## src/rtl/uart_bus_bridge.sv

```systemverilog
// UART command-frame bridge: parses W/R frames from the receiver, drives the core data bus,
// and returns 'K', four read bytes, or '?' to the transmitter.
//   state      | meaning
//   S_IDLE     | waiting for the command byte
//   S_ADDR     | collecting 4 address bytes
//   S_DATA     | collecting 4 write-data bytes
//   S_BUS_WR   | one-cycle bus write
//   S_BUS_RD   | one-cycle bus read, capture read_data
//   S_SEND     | hand next response byte to the UART when it is free
//   S_SEND_GAP | one cycle for the UART to raise busy
module uart_bus_bridge #(
  parameter int unsigned TIMEOUT_CYCLES = 1000000
) (
  input  logic        clk,
  input  logic        rst,
  input  logic [7:0]  rx_data,
  input  logic        rx_valid,
  output logic [7:0]  tx_data,
  output logic        tx_write,
  input  logic        tx_busy,
  output logic [31:0] address,
  output logic [31:0] write_data,
  output logic [3:0]  write_mask,
  output logic        write_enable,
  output logic        read_enable,
  input  logic [31:0] read_data,
  output logic        active
);

  localparam int unsigned TW = (TIMEOUT_CYCLES < 1) ? 1 : $clog2(TIMEOUT_CYCLES + 1);
  localparam logic [TW-1:0] TMR_LOAD = TW'(TIMEOUT_CYCLES);

  localparam logic [7:0] CMD_WR   = 8'h57;
  localparam logic [7:0] CMD_RD   = 8'h52;
  localparam logic [7:0] RESP_OK  = 8'h4B;
  localparam logic [7:0] RESP_BAD = 8'h3F;

  typedef enum logic [2:0] {
    S_IDLE, S_ADDR, S_DATA, S_BUS_WR, S_BUS_RD, S_SEND, S_SEND_GAP
  } state_t;

  state_t      state_q, state_d;
  logic        is_wr_q, is_wr_d;
  logic [1:0]  byte_cnt_q, byte_cnt_d;
  logic [2:0]  rem_q, rem_d;
  logic [31:0] addr_q, addr_d;
  logic [31:0] wdata_q, wdata_d;
  logic [31:0] shift_q, shift_d;
  logic [TW-1:0] tmr_q, tmr_d;
  logic        tx_write_c, we_c, re_c;

  always_ff @(posedge clk) begin
    if (!rst) begin
      state_q    <= S_IDLE;
      is_wr_q    <= 1'b0;
      byte_cnt_q <= '0;
      rem_q      <= '0;
      addr_q     <= '0;
      wdata_q    <= '0;
      shift_q    <= '0;
      tmr_q      <= '0;
    end else begin
      state_q    <= state_d;
      is_wr_q    <= is_wr_d;
      byte_cnt_q <= byte_cnt_d;
      rem_q      <= rem_d;
      addr_q     <= addr_d;
      wdata_q    <= wdata_d;
      shift_q    <= shift_d;
      tmr_q      <= tmr_d;
    end
  end

  always_comb begin
    state_d    = state_q;
    is_wr_d    = is_wr_q;
    byte_cnt_d = byte_cnt_q;
    rem_d      = rem_q;
    addr_d     = addr_q;
    wdata_d    = wdata_q;
    shift_d    = shift_q;
    tmr_d      = tmr_q;
    tx_write_c = 1'b0;
    we_c       = 1'b0;
    re_c       = 1'b0;
    case (state_q)
      S_IDLE: begin
        if (rx_valid) begin
          if (rx_data == CMD_WR || rx_data == CMD_RD) begin
            is_wr_d    = (rx_data == CMD_WR);
            byte_cnt_d = 2'd0;
            tmr_d      = TMR_LOAD;
            state_d    = S_ADDR;
          end else begin
            shift_d = {RESP_BAD, 24'h0};
            rem_d   = 3'd1;
            state_d = S_SEND;
          end
        end
      end
      S_ADDR, S_DATA: begin
        if (rx_valid) begin
          if (state_q == S_ADDR) addr_d = {addr_q[23:0], rx_data};
          else                   wdata_d = {wdata_q[23:0], rx_data};
          tmr_d      = TMR_LOAD;
          byte_cnt_d = byte_cnt_q + 2'd1;
          if (byte_cnt_q == 2'd3) begin
            if (state_q == S_DATA) state_d = S_BUS_WR;
            else                   state_d = is_wr_q ? S_DATA : S_BUS_RD;
          end
        end else if (tmr_q <= TW'(1)) begin
          // gap timer expired: drop the partial frame without any response
          state_d = S_IDLE;
        end else begin
          tmr_d = tmr_q - TW'(1);
        end
      end
      S_BUS_WR: begin
        we_c    = 1'b1;
        shift_d = {RESP_OK, 24'h0};
        rem_d   = 3'd1;
        state_d = S_SEND;
      end
      S_BUS_RD: begin
        re_c    = 1'b1;
        shift_d = read_data;
        rem_d   = 3'd4;
        state_d = S_SEND;
      end
      S_SEND: begin
        if (!tx_busy) begin
          tx_write_c = 1'b1;
          shift_d    = {shift_q[23:0], 8'h00};
          rem_d      = rem_q - 3'd1;
          state_d    = S_SEND_GAP;
        end
      end
      S_SEND_GAP: begin
        state_d = (rem_q != 3'd0) ? S_SEND : S_IDLE;
      end
      default: state_d = S_IDLE;
    endcase
  end

  // strobes are qualified by rst so nothing fires during the reset cycle itself
  assign tx_write     = tx_write_c & rst;
  assign write_enable = we_c & rst;
  assign read_enable  = re_c & rst;
  assign write_mask   = {4{write_enable}};
  assign tx_data      = shift_q[31:24];
  assign address      = addr_q;
  assign write_data   = wdata_q;
  assign active       = (state_q != S_IDLE);

endmodule

```

## config.mk

```make
export PLATFORM = sky130hd
export DESIGN_NAME = uart_bus_bridge
export DESIGN_NICKNAME = d
export VERILOG_FILES = /design/src/rtl/uart_bus_bridge.sv
export SDC_FILE = /design/constraint.sdc
export NUM_CORES = 1
export LEC_CHECK = 0
export CORE_MARGIN = 3
export CORE_UTILIZATION = 30
export DETAILED_ROUTE_END_ITERATION = 8
export PLACE_DENSITY_LB_ADDON = 0.12
export SLEW_MARGIN = 10
export SYNTH_ARGS = -nofsm -noshare
export SYNTH_HDL_FRONTEND = slang
export SYNTH_SLANG_ARGS = --single-unit
```

## constraint.sdc

```tcl
create_clock -name clk -period 5.1 [get_ports clk]
set_input_delay 1.02 -clock clk [delete_from_list [all_inputs] [get_ports clk]]
set_output_delay 1.02 -clock clk [all_outputs]
set_load 0.01 [all_outputs]
```

==> results_dict.tcl <==
set metrics [dict create \
    area_growth_syn_to_layout_pct 34.96 \
    vias 5120 \
    drv_slew 0 \
    synthFlopType "dfxtp_1" \
    via_per_inst 5.100 \
    worst_slew_pin_slew_ns 0.8736 \
    grt_pass1_wl_mm 24.78 \
    slew_headroom_pct 41.76 \
    start_util_pct 30.86 \
    crit_family "buffers and inverters" \
    routedWlPerCell_um 15.37 \
    ant_nets 0 \
    post_cts_buffers 0 \
    clk_latency_ns 0.42 \
    syn_area_per_cell_um2 8.334 \
    synthCells 672 \
    coreArea_um2 18150 \
    switching_share_pct 35.13 \
    rows 49 \
    worst-path-stages 5 \
    internal-power_mw 2.519 \
    max_freq_ghz 0.2637 \
    fin_skew_ns 0.007544 \
    rrSetupSlack_ns 2.61 \
    finalNonFillerCells 1004 \
    synth_fp_nets 721 \
    drc 0 \
    first_pass_iters 5 \
    ys_types 59 \
    gp_congestion 0.8018 \
    cp_data_arrival_time_ns 2.77 \
    fin_crit_sh_pct 74.34 \
    die_y_um 142.6 \
    synthArstFlopShare_pct 0 \
    die_x_um 142.6 \
    grt_overflow 0 \
    max_stage_delay_ns 0.54 \
    fin_util_pct 41.65 \
    hold_slack_ns 0.4513 \
    grt_usage_pct 15.10 \
    synth_area_leaders "dfxtp_1 45%, nand2_1 9.9%, a21oi_1 7.2%" \
    routed_wl_mm 15.43 \
    r2r_cells 5 \
    cts_tree "yes" \
    reg2reg_from "state_q[1]" \
    fin_crit_ns 3.791 \
    dieArea_um2 20340 \
    yosys.area.top_type "dfxtp_1" \
    netlist_area_um2 5600 \
    power_mw 3.882 \
    pwr-share-clk_pct 34.8 \
    p_comb_share_pct 33.0 \
    yosys_register_bits 125 \
    worstSetupEndpointType "output port" \
    clkSinkCount 125 \
    worst_slack_ns 1.309 \
    setup_tns_ns 0 \
    fin_nets 811 \
    clkTransAtPathRegs_ns 0.05 \
    clock-root-buffer "clkbuf_16" \
    path_max_fanout 45 \
    hold_class "reg2reg" \
    finalSetupViolations 0 \
    drive_gt1_share_pct 7.484 \
    critPathMostFrequentCell "clkdlybuf4s50_1" \
    power.switching_mw 1.364 \
    r2r-end "shift_q[6]" \
    p_seq_share_pct 32.1 \
    criticalPathCategory "in2out" \
    drt_iter0_markers 248 \
    synth_top_cell_area_share_pct 44.68 \
    cts_hold_buf 0 \
    hold_viol 0 \
    seq_area_frac_synth_pct 44.68 \
    yosysMostFrequentCell "nand2_1" \
    grt_pass1_vias 4843 \
    startpoint "rst" \
    antenna_found_initial 0 \
    critPathBufInv 3 \
    port_buffers 123 \
    critical_path.startpoint_type "input pin" \
    cellPowerDensity_nw_per_um2 513.6 \
    p_leak_nw 2.584 \
    ctsResizeCount 0 \
    synth_common_cells "147 x nand2_1, 125 x dfxtp_1, 81 x a21oi_1" \
    outcome "finished, final reports clean" \
    maxCapViolations 0 \
    cts_buffers 17 \
    fin_area_um2 7559 \
    grt_max_degree 80 \
    post-place-cells 972 \
    yosysWarnings 0 \
    peakVddDrop_v 0.0002832 \
    crit_slowest_cell "clkdlybuf4s50_1" \
    synth_edf_count 0 \
    placed_area_um2 6897 \
    path_cells "clkdlybuf4s50_1, buf_4, nand3_1, nor2_1, clkdlybuf4s50_1" \
    crit_end "tx_write" \
    clk_path_buf_depth 2 \
    place_ws_ns 1.318 \
    cp.required_ns 4.08 \
    rsz0062_at_grt "false" \
    dpl.hpwl_mm 10.61 \
    fillers 1836 \
    antenna_cells 0 \
    num_io_pins 124 \
    ctsHtreeMaxLevel 4 \
]
-- cells in the final DEF, fill, tap and decap left out, drive strengths merged, types with 3 or more instances in the layout --
cell / netlist / final
ha: 5 / 5
a21oi: 82 / 82
dfxtp: 125 / 125
or3: 6 / 6
nand4: 3 / 3
and4: 3 / 3
a2111oi: 3 / 3
nor4: 8 / 8
clkbuf: 38 / 20
inv: 10 / 13
o21a: 5 / 5
nand2b: 5 / 5
a31o: 5 / 5
a211o: 4 / 4
o31ai: 28 / 28
nor3: 10 / 10
or4: 8 / 8
o21ai: 16 / 16
or2: 3 / 3
o211ai: 4 / 4
a211oi: 11 / 11
o2111ai: 5 / 5
bufinv: 0 / 5
clkdlybuf4s50: 0 / 123
a22o: 8 / 8
nand2: 147 / 147
a31oi: 4 / 4
mux2: 4 / 4
nor2: 18 / 18
buf: 24 / 10
mux2i: 24 / 24
nand3: 33 / 33
-- routing by layer --
layer / part of all wire [%] / wire length (um) / global-route usage (%) / vias up
met5: 0 / 0 / 0 / -
met4: 0.93 / 143 / 4.802 / 0
met3: 5.5 / 848 / 4.153 / 9
met2: 47 / 7265 / 24.21 / 157
met1: 46 / 7175 / 19.81 / 2379
li1: - / - / - / 2575
-- registers in the layout (all words and copies together) (netlist names) --
signal / flops
address: 32
byte_cnt_q: 2
is_wr_q: 1
rem_q: 3
shift_q: 32
state_q: 3
tmr_q: 20
write_data: 32
-- how the worst min path moves through the flow --
stage	start	endpoint	slack, ns	cells after the start
global placement	write_data[25]	write_data[25]	0.44	2
floorplan	byte_cnt_q[1]	byte_cnt_q[1]	0.44	2
CTS	write_data[25]	write_data[25]	0.45	2
detailed placement	write_data[25]	write_data[25]	0.45	2
global route	address[28]	address[28]	0.48	2
finish	write_data[25]	write_data[25]	0.45	2
-- layout make-up --
class / count / area [um^2] / area share [%]
well taps: 229 / 286.5 / 3.791
inverters: 10 / 37.54 / 0.4966
repair buffers: 133 / 1306 / 17.28
clock inverters: 12 / 205.2 / 2.715
flip-flops and latches: 125 / 2504 / 33.12
multi-input cells: 475 / 2763 / 36.55
clock buffers: 20 / 456.7 / 6.042
-- worst reg2reg max path, cell delays in order, from the launching register on --
cell and delay, ns:
dfxtp_1 0.66, nand2b_1 0.36, a21oi_1 0.12, a211oi_4 0.69
and2_1 0.43, a22o_1 0.19
-- logic make-up after synthesis --
family          Yosys count  synth area share (%)
flops                   125                 44.68
mux                      28                 5.094
compound gates          185                 21.38
fa+ha+maj                 5                 1.117
buf+inv                  72                 6.255
simple gates            253                 20.84
xor+xnor                  4                0.6257
-- power by group through the flow --
stage          Combinational (mW)  Sequential (mW)  Clock, mW
6_report                     1.28             1.25       1.35
5_1_grt                      1.42             1.27       1.43
4_1_cts                      1.29             1.25       1.39
3_5_place_dp                 1.29             1.27          0
3_3_place_gp                 1.27             1.26          0
2_1_floorplan               0.980             1.22          0
No activity file was read; power rests on OpenSTA's default activity.
